### config.mk
export PLATFORM = sky130hd
export DESIGN_NAME = rv_hazard_ctrl
export DESIGN_NICKNAME = d
export VERILOG_FILES = /design/src/rtl/rv_hazard_ctrl.sv
export SDC_FILE = /design/constraint.sdc
export NUM_CORES = 1
export LEC_CHECK = 0
export BUFFER_PORTS_ARGS = -buffer_cell sky130_fd_sc_hd__buf_2
export CORE_ASPECT_RATIO = 1.5
export CORE_UTILIZATION = 30
export DETAILED_ROUTE_END_ITERATION = 8
export PLACE_DENSITY = 0.76
export SLEW_MARGIN = 20
export SYNTH_ARGS = -nofsm -noshare
export SYNTH_HDL_FRONTEND = slang
export SYNTH_SLANG_ARGS = --single-unit
### constraint.sdc
create_clock -name clk_i -period 1.45 [get_ports clk_i]
set_clock_uncertainty 0.2 [all_clocks]
set_input_delay 0.2175 -clock clk_i [delete_from_list [all_inputs] [get_ports clk_i]]
set_output_delay 0.2175 -clock clk_i [all_outputs]
set_load 0.01 [all_outputs]
### src/rtl/rv_hazard_ctrl.sv
// rtl/rv_hazard_ctrl.sv - uRV stall/kill controller: stall merge, load-use interlock, branch kill window
// Optional statistics counters are built when URV_HAZARD_STATS_EN is defined.
module rv_hazard_ctrl #(
  parameter int         g_NUM_STALL_REQ    = 2,
  parameter logic [7:0] g_W_STALL_MASK     = 8'h00,
  parameter int         g_LOAD_USE_PENALTY = 1,
  parameter int         g_KILL_DEPTH       = 2
) (
  input  logic                       clk_i,
  input  logic                       rst_i,
  input  logic [g_NUM_STALL_REQ-1:0] stall_req_i,
  input  logic                       f_load_hazard_i,
  input  logic                       x_load_i,
  input  logic                       x_bra_i,
  output logic                       f_stall_o,
  output logic                       x_stall_o,
  output logic                       w_stall_o,
  output logic                       f_kill_o,
  output logic                       x_kill_o,
  output logic                       interlock_o,
  input  logic                       stats_clr_i,
  output logic [31:0]                cnt_interlock_o,
  output logic [31:0]                cnt_stall_o,
  output logic [31:0]                cnt_kill_o
);

  typedef enum logic [1:0] {S_IDLE, S_HOLD, S_RELEASE} state_t;

  localparam logic [1:0] HOLD_INIT =
    (g_LOAD_USE_PENALTY >= 2) ? 2'(g_LOAD_USE_PENALTY - 2) : 2'd0;

  state_t     state_q, state_d;
  logic [1:0] cnt_q, cnt_d;
  logic       any_req, w_req, detect, ilk_raw, stall_raw, kill_win;

  assign any_req = |stall_req_i;
  assign w_req   = |(stall_req_i & g_W_STALL_MASK[g_NUM_STALL_REQ-1:0]);
  assign detect  = f_load_hazard_i & x_load_i & ~x_bra_i;

  always_ff @(posedge clk_i) begin
    if (rst_i) begin
      state_q <= S_IDLE;
      cnt_q   <= 2'd0;
    end else begin
      state_q <= state_d;
      cnt_q   <= cnt_d;
    end
  end

  // A taken branch kills the younger dependent instruction, so a pending interlock is dropped.
  always_comb begin
    state_d = state_q;
    cnt_d   = cnt_q;
    case (state_q)
      S_IDLE: begin
        if (detect) begin
          if (g_LOAD_USE_PENALTY == 1) begin
            state_d = S_RELEASE;
          end else begin
            state_d = S_HOLD;
            cnt_d   = HOLD_INIT;
          end
        end
      end
      S_HOLD: begin
        if (x_bra_i) begin
          state_d = S_IDLE;
          cnt_d   = 2'd0;
        end else if (!any_req) begin
          if (cnt_q == 2'd0) state_d = S_RELEASE;
          else               cnt_d   = cnt_q - 2'd1;
        end
      end
      S_RELEASE: state_d = S_IDLE;
      default: begin
        state_d = S_IDLE;
        cnt_d   = 2'd0;
      end
    endcase
  end

  always_comb begin
    ilk_raw = 1'b0;
    case (state_q)
      S_IDLE:  ilk_raw = detect;
      S_HOLD:  ilk_raw = 1'b1;
      default: ilk_raw = 1'b0;
    endcase
  end

  assign stall_raw   = any_req | ilk_raw;
  assign interlock_o = ilk_raw & ~rst_i;
  assign f_stall_o   = stall_raw & ~rst_i;
  assign x_stall_o   = stall_raw & ~rst_i;
  assign w_stall_o   = w_req & ~rst_i;

  generate
    if (g_KILL_DEPTH > 1) begin : g_ksr
      logic [g_KILL_DEPTH-2:0] ksr_q;
      // The window only advances on un-stalled cycles so each killed slot really drains.
      always_ff @(posedge clk_i) begin
        if (rst_i)           ksr_q <= '0;
        else if (x_bra_i)    ksr_q <= '1;
        else if (!stall_raw) ksr_q <= ksr_q >> 1;
      end
      assign kill_win = |ksr_q;
    end else begin : g_no_ksr
      assign kill_win = 1'b0;
    end
  endgenerate

  assign f_kill_o = x_bra_i & ~rst_i;
  assign x_kill_o = (x_bra_i | kill_win) & ~rst_i;

`ifdef URV_HAZARD_STATS_EN
  logic [31:0] cnt_ilk_q, cnt_stall_q, cnt_kill_q;

  always_ff @(posedge clk_i) begin
    if (rst_i || stats_clr_i) begin
      cnt_ilk_q   <= 32'd0;
      cnt_stall_q <= 32'd0;
      cnt_kill_q  <= 32'd0;
    end else begin
      cnt_ilk_q   <= cnt_ilk_q   + {31'd0, interlock_o};
      cnt_stall_q <= cnt_stall_q + {31'd0, x_stall_o};
      cnt_kill_q  <= cnt_kill_q  + {31'd0, x_kill_o};
    end
  end

  assign cnt_interlock_o = cnt_ilk_q;
  assign cnt_stall_o     = cnt_stall_q;
  assign cnt_kill_o      = cnt_kill_q;
`else
  logic unused_stats_clr;
  assign unused_stats_clr = stats_clr_i;
  assign cnt_interlock_o  = 32'd0;
  assign cnt_stall_o      = 32'd0;
  assign cnt_kill_o       = 32'd0;
`endif

endmodule

==> impl_metrics.ini, run 1 <==
[routing]
firstDrtPassIters = 4
ant_nets = 0
route.detailed.drc = 0
routedWlPerCell_microns = 4.68
viasPerCell = 2.61
vias = 425
drt-initial-drc-count = 2
wirelength_microns = 763

[timing]
period_needed_ns = 1.47
finalWorstSetupSlack_ns = -0.0185
maxSlewViolCount = 0
final-setup-viol-count = 2
finalCritPeriodShare_pct = 101
hold_ws_ns = 0.0420
fmax_mhz = 681
finalHoldViolations = 0
rsz0062_at_grt = yes

[cts]
cts_hold_buffers = 0
h-tree-depth = 1
cts_sinks = 2
clk_pin_slew_ns = 0.03
cts_buffers = 3
cts_tree = done
clockBufferDepth = 2
clockRootBuffer = clkbuf_8
insertion_delay_ns = 0.21

[hold_path]
hp-start = x_bra_i
worstHoldPathType = in -> reg

[global_routing]
antenna_found_initial = 0
grt_pass1_vias = 205
grt_use_total_pct = 3.83
overflow = 0
grt_max_degree = 6
grt_pass1_wl_microns = 828

[layout]
areaGrowthSynthToFinish_pct = -25.2
drive_above_1_share_pct = 15.1
layout.nets = 136
ff_latch_area_sq_um = 40.0
fillers = 309
multiInputGateArea_sq_um = 453
antennaDiodeCount = 0
layout.cells.non_filler = 163

[logic_synthesis]
yosysSeqAreaShare_pct = 4.60
ys_ff_latch = 2
syn-cell-area_sq_um = 870
yosysWarnings = 0
synthDistinctLibCells = 10
syn_inst = 113
postSynthAreaPerCell_sq_um = 7.70

[critical_path]
cp.required_ns = 1.03
worstReg2RegEnd = g_ksr.ksr_q
cp-start-kind = register
cp_max_fo = 4
rr_startpoint = state_q[1]
crit_start = state_q[1]
cp.arrival_ns = 1.05
crit_type = reg -> out
r2r.worst_path.cells = 3
endpoint_kind = output pin
crit_path_end = x_stall_o
timing.reg2reg.setup_slack_ns = 0.37

[die]
start_util_pct = 32.1
fp-row-count = 23
io_pins = 110
die_y_microns = 67.9
die_area_sq_mm = 0.00312
dieWidth_microns = 46.0
fp.coreArea_sq_mm = 0.00271

[placed_design]
gp_congestion = 0.643
dp_cells = 159
numPortBuffers = 11
dp_hpwl_microns = 662

[power]
powerDensity_mw_per_mm2 = 680
p_leak_nw = 0.440
irDropWorstVdd_v = 0.000518
p_total_w = 0.000442

[flow_run]
drv_cap = 0

[run_status]
status = complete, but fails checks
failed_checks = setup timing
## stage by stage
stage	setup WS, ns	TNS (ns)	util [%]	cell area (sq um)
2_1_floorplan	0.0869	0	-	1230
3_3_place_gp	0.0718	0	22.0	596
3_5_place_dp	0.0659	0	22.0	596
4_1_cts	-0.0140	-0.0272	23.8	643
5_1_grt	-0.0535	-0.107	24.1	651
6_report	-0.0185	-0.0363	24.1	651
## kinds of logic after synthesis
| family | after synthesis | share of synthesized area [%] |
|---|---|---|
| other cells | 1 | 0.431 |
| flops | 2 | 4.60 |
| compound gates | 2 | 2.45 |
| simple gates | 8 | 7.05 |
| buf+inv | 100 | 85.5 |
## sequential cells by signal, summed over array words and instances, names as in the netlist
signal	flops
g_ksr.ksr_q	1
state_q	1
## metal layers
layer | part of all wire (%) | vias to the layer above | global-route usage, %
li1 | - | 174 | -
met1 | 24 | 171 | 3.30
met2 | 51 | 76 | 6.51
met3 | 23 | 4 | 1.58
met4 | 2.2 | 0 | 3.31
met5 | 0 | - | 0
## report_power, final
group          switching (W)  total (W)  internal [W]  leakage, nW
sequential        0.00000282  0.0000622     0.0000594       0.0165
combinational       0.000138   0.000162     0.0000244        0.402
clock              0.0000425   0.000218      0.000175       0.0216
total               0.000183   0.000442      0.000259        0.440
## critical path: stages (launching register included)
cell and delay, ns:
dfxtp_1 0.28, nand4bb_4 0.21, o22ai_2 0.19, buf_2 0.16
## worst min path at each step
stage,endpoint,cells after the start
floorplan,state_q[1],1
global placement,state_q[1],2
detailed placement,state_q[1],2
CTS,state_q[1],2
global route,state_q[1],2
finish,state_q[1],2
## Yosys cell counts
cell type / number / share of area, %
dfxtp_1: 2 / 4.6
buf_4: 98 / 85
o221ai_2: 1 / 1.7
nand2b_1: 1 / 0.72
nor2_1: 5 / 2.2
nand4bb_4: 1 / 3.2
nand2b_2: 1 / 1.0
conb_1: 1 / 0.43
o22ai_1: 1 / 0.72
inv_1: 2 / 0.86
## cell type report
cell class / instances / share of cell area (%)
Inverter: 2 / 1.15
Timing Repair Buffer: 12 / 9.62
Sequential cell: 2 / 6.15
Multi-Input combinational cell: 107 / 69.6
Tap cell: 37 / 7.12
Clock buffer: 3 / 6.35
## layout by cell type (no fill, tap or decap), drive strengths merged
| cell type | synthesis | final |
|---|---|---|
| conb | 1 | 97 |
| buf | 98 | 12 |
| nor2 | 5 | 5 |
| clkbuf | 0 | 3 |
| inv | 2 | 2 |
| dfxtp | 2 | 2 |
| nand2b | 2 | 2 |
| nand4bb | 1 | 1 |
| o22ai | 1 | 1 |
| o221ai | 1 | 1 |
## repair_timing
| item | CTS | global route |
|---|---|---|
| setup buffers | 0 | 1 |
| pin swaps | 0 | 0 |
| gates cloned | 0 | 0 |
| gates resized for setup | 1 | 0 |
| setup endpoints to repair | 2 | 2 |
No activity file was read; power rests on OpenSTA's default activity.
==> inputs of run 2 (changes only) <==
- SETUP_SLACK_MARGIN: not set -> 0.2
==> run 2 against run 1 <==
The flow still finishes with violations (setup timing). Utilization is 0.32 points higher. Worst setup slack better by 0.0043 ns. Clock-buffer cell count stayed put. Sequential share of layout area is 0.11 points higher. Wire length is 0.39% higher. First-iteration DRC count is 100% higher. Largest cell class unchanged.
==> impl_metrics.ini, run 2 (synthesis results as in run 1) <==
[run_status]
status = complete, but fails checks
failed_checks = setup timing

[timing]
maxSlewViolCount = 0
setup_tns_ns = -0.0282
finalCritPeriodShare_pct = 101
period_needed_ns = 1.46
rsz0062_at_grt = yes
final-setup-viol-count = 2
finalHoldViolations = 0
fmax_mhz = 683
finalWorstSetupSlack_ns = -0.0142

[critical_path]
cp_slowest_cell = dfxtp_1
cp_num_cells = 3
cp_max_fo = 3
cp_top_family = flip-flops
crit_start = state_q[1]
crit_chain = nand4bb_4 -> o22ai_4 -> buf_2
crit_type = reg -> out
endpoint_kind = output pin
timing.reg2reg.setup_slack_ns = 0.36
cp.required_ns = 1.03
worstReg2RegEnd = g_ksr.ksr_q
cp-start-kind = register
r2r.worst_path.cells = 3
rr_startpoint = state_q[1]
crit_path_end = x_stall_o
cp_slowest_stage_delay_ns = 0.28
critical_path_buf_inv_count = 1
cp.arrival_ns = 1.05

[cts]
clockRootBuffer = clkbuf_8
cts_hold_buffers = 0
insertion_delay_ns = 0.21
clk_pin_slew_ns = 0.03
clockBufferDepth = 2
cts_sinks = 2
cts_buffers = 3
cts_tree = done
h-tree-depth = 1

[layout]
final_common_cell = conb_1
areaGrowthSynthToFinish_pct = -24.2
reg_top3 = g_ksr.ksr_q: 1 flops, state_q: 1 flops
antennaDiodeCount = 0
final_cell_mix = conb_1 (97), buf_2 (11), nor2_1 (5)
layout.nets = 136
drive_above_1_share_pct = 15.9
layout.cells.non_filler = 163

[power]
powerDensity_mw_per_mm2 = 679
p_leak_nw = 0.440
irDropWorstVdd_v = 0.000387

[global_routing]
overflow = 0
grt_max_degree = 6
antenna_found_initial = 0
grt_pass1_vias = 149
grt_pass1_wl_microns = 703
grt_use_total_pct = 3.46

[placed_design]
post-place-ws_ns = 0.0565
dp_cells = 159
dp_hpwl_microns = 701
numPortBuffers = 11
gp_congestion = 0.629

[routing]
route.detailed.drc = 0
ant_nets = 0
routedWlPerCell_microns = 4.70
drt-initial-drc-count = 4
viasPerCell = 2.53
vias = 412
wirelength_microns = 766
firstDrtPassIters = 2

[hold_path]
hp-start = x_bra_i
hold_depth = 2
worstHoldPathType = in -> reg

[flow_run]
drv_cap = 0

[die]
dieWidth_microns = 46.0
start_util_pct = 32.1
die_area_sq_mm = 0.00312
die_y_microns = 67.9
fp-row-count = 23
io_pins = 110
fp.coreArea_sq_mm = 0.00271
run 2: worst register-to-register path, delay by kind of cell, from the launching register on:
family / cells / cell delay (ns)
flops: 1 / 0.28
buf+inv: 1 / 0.17
compound gates: 1 / 0.14
simple gates: 1 / 0.22
run 2: metal layers:
layer / part of all wire, % / vias up / track usage, %
met5: 0 / - / 0
met4: 0.91 / 0 / 2.21
met3: 21 / 2 / 2.37
met2: 51 / 72 / 5.81
met1: 27 / 162 / 2.82
li1: - / 176 / -
run 2: worst min-delay path by stage:
stage	slack, ns	to
3_3_place_gp	0.27	state_q[1]
3_5_place_dp	0.28	state_q[1]
6_report	0.06	state_q[1]
4_1_cts	0.06	state_q[1]
2_1_floorplan	0.09	state_q[1]
5_1_grt	0.06	state_q[1]
run 2: area by class of cell:
cell class | instances | area (sq um)
timing repair buffer | 12 | 62.6
tap | 37 | 46.3
clock buffer | 3 | 41.3
sequential | 2 | 41.3
multi-input combinational | 107 | 460
fill | 305 | 2050
inverter | 2 | 7.51
run 2: power breakdown:
group          internal, W  leakage (nW)   total, W  switching (W)
clock network     0.000175        0.0216   0.000219      0.0000433
registers        0.0000601        0.0167  0.0000632     0.00000310
logic            0.0000259         0.402   0.000166       0.000140
total             0.000261         0.440   0.000448       0.000186
run 2: metrics by stage:
| step | hold slack (ns) | utilization (%) | total power [W] | area [sq um] |
|---|---|---|---|---|
| 2_1_floorplan | 0.0899 | - | 0.000395 | 1240 |
| 3_3_place_gp | 0.268 | 22.5 | 0.000221 | 609 |
| 3_5_place_dp | 0.281 | 22.5 | 0.000222 | 609 |
| 4_1_cts | 0.0598 | 24.1 | 0.000447 | 652 |
| 5_1_grt | 0.0599 | 24.4 | 0.000487 | 659 |
| 6_report | 0.0617 | 24.4 | 0.000448 | 659 |
run 2: what timing repair did:
action / in CTS / in global routing
resized for setup: 1 / 0
hold endpoints to repair: 0 / 0
pin swaps: 1 / 1
buffers inserted: 0 / 1
setup endpoints to repair: 4 / 3
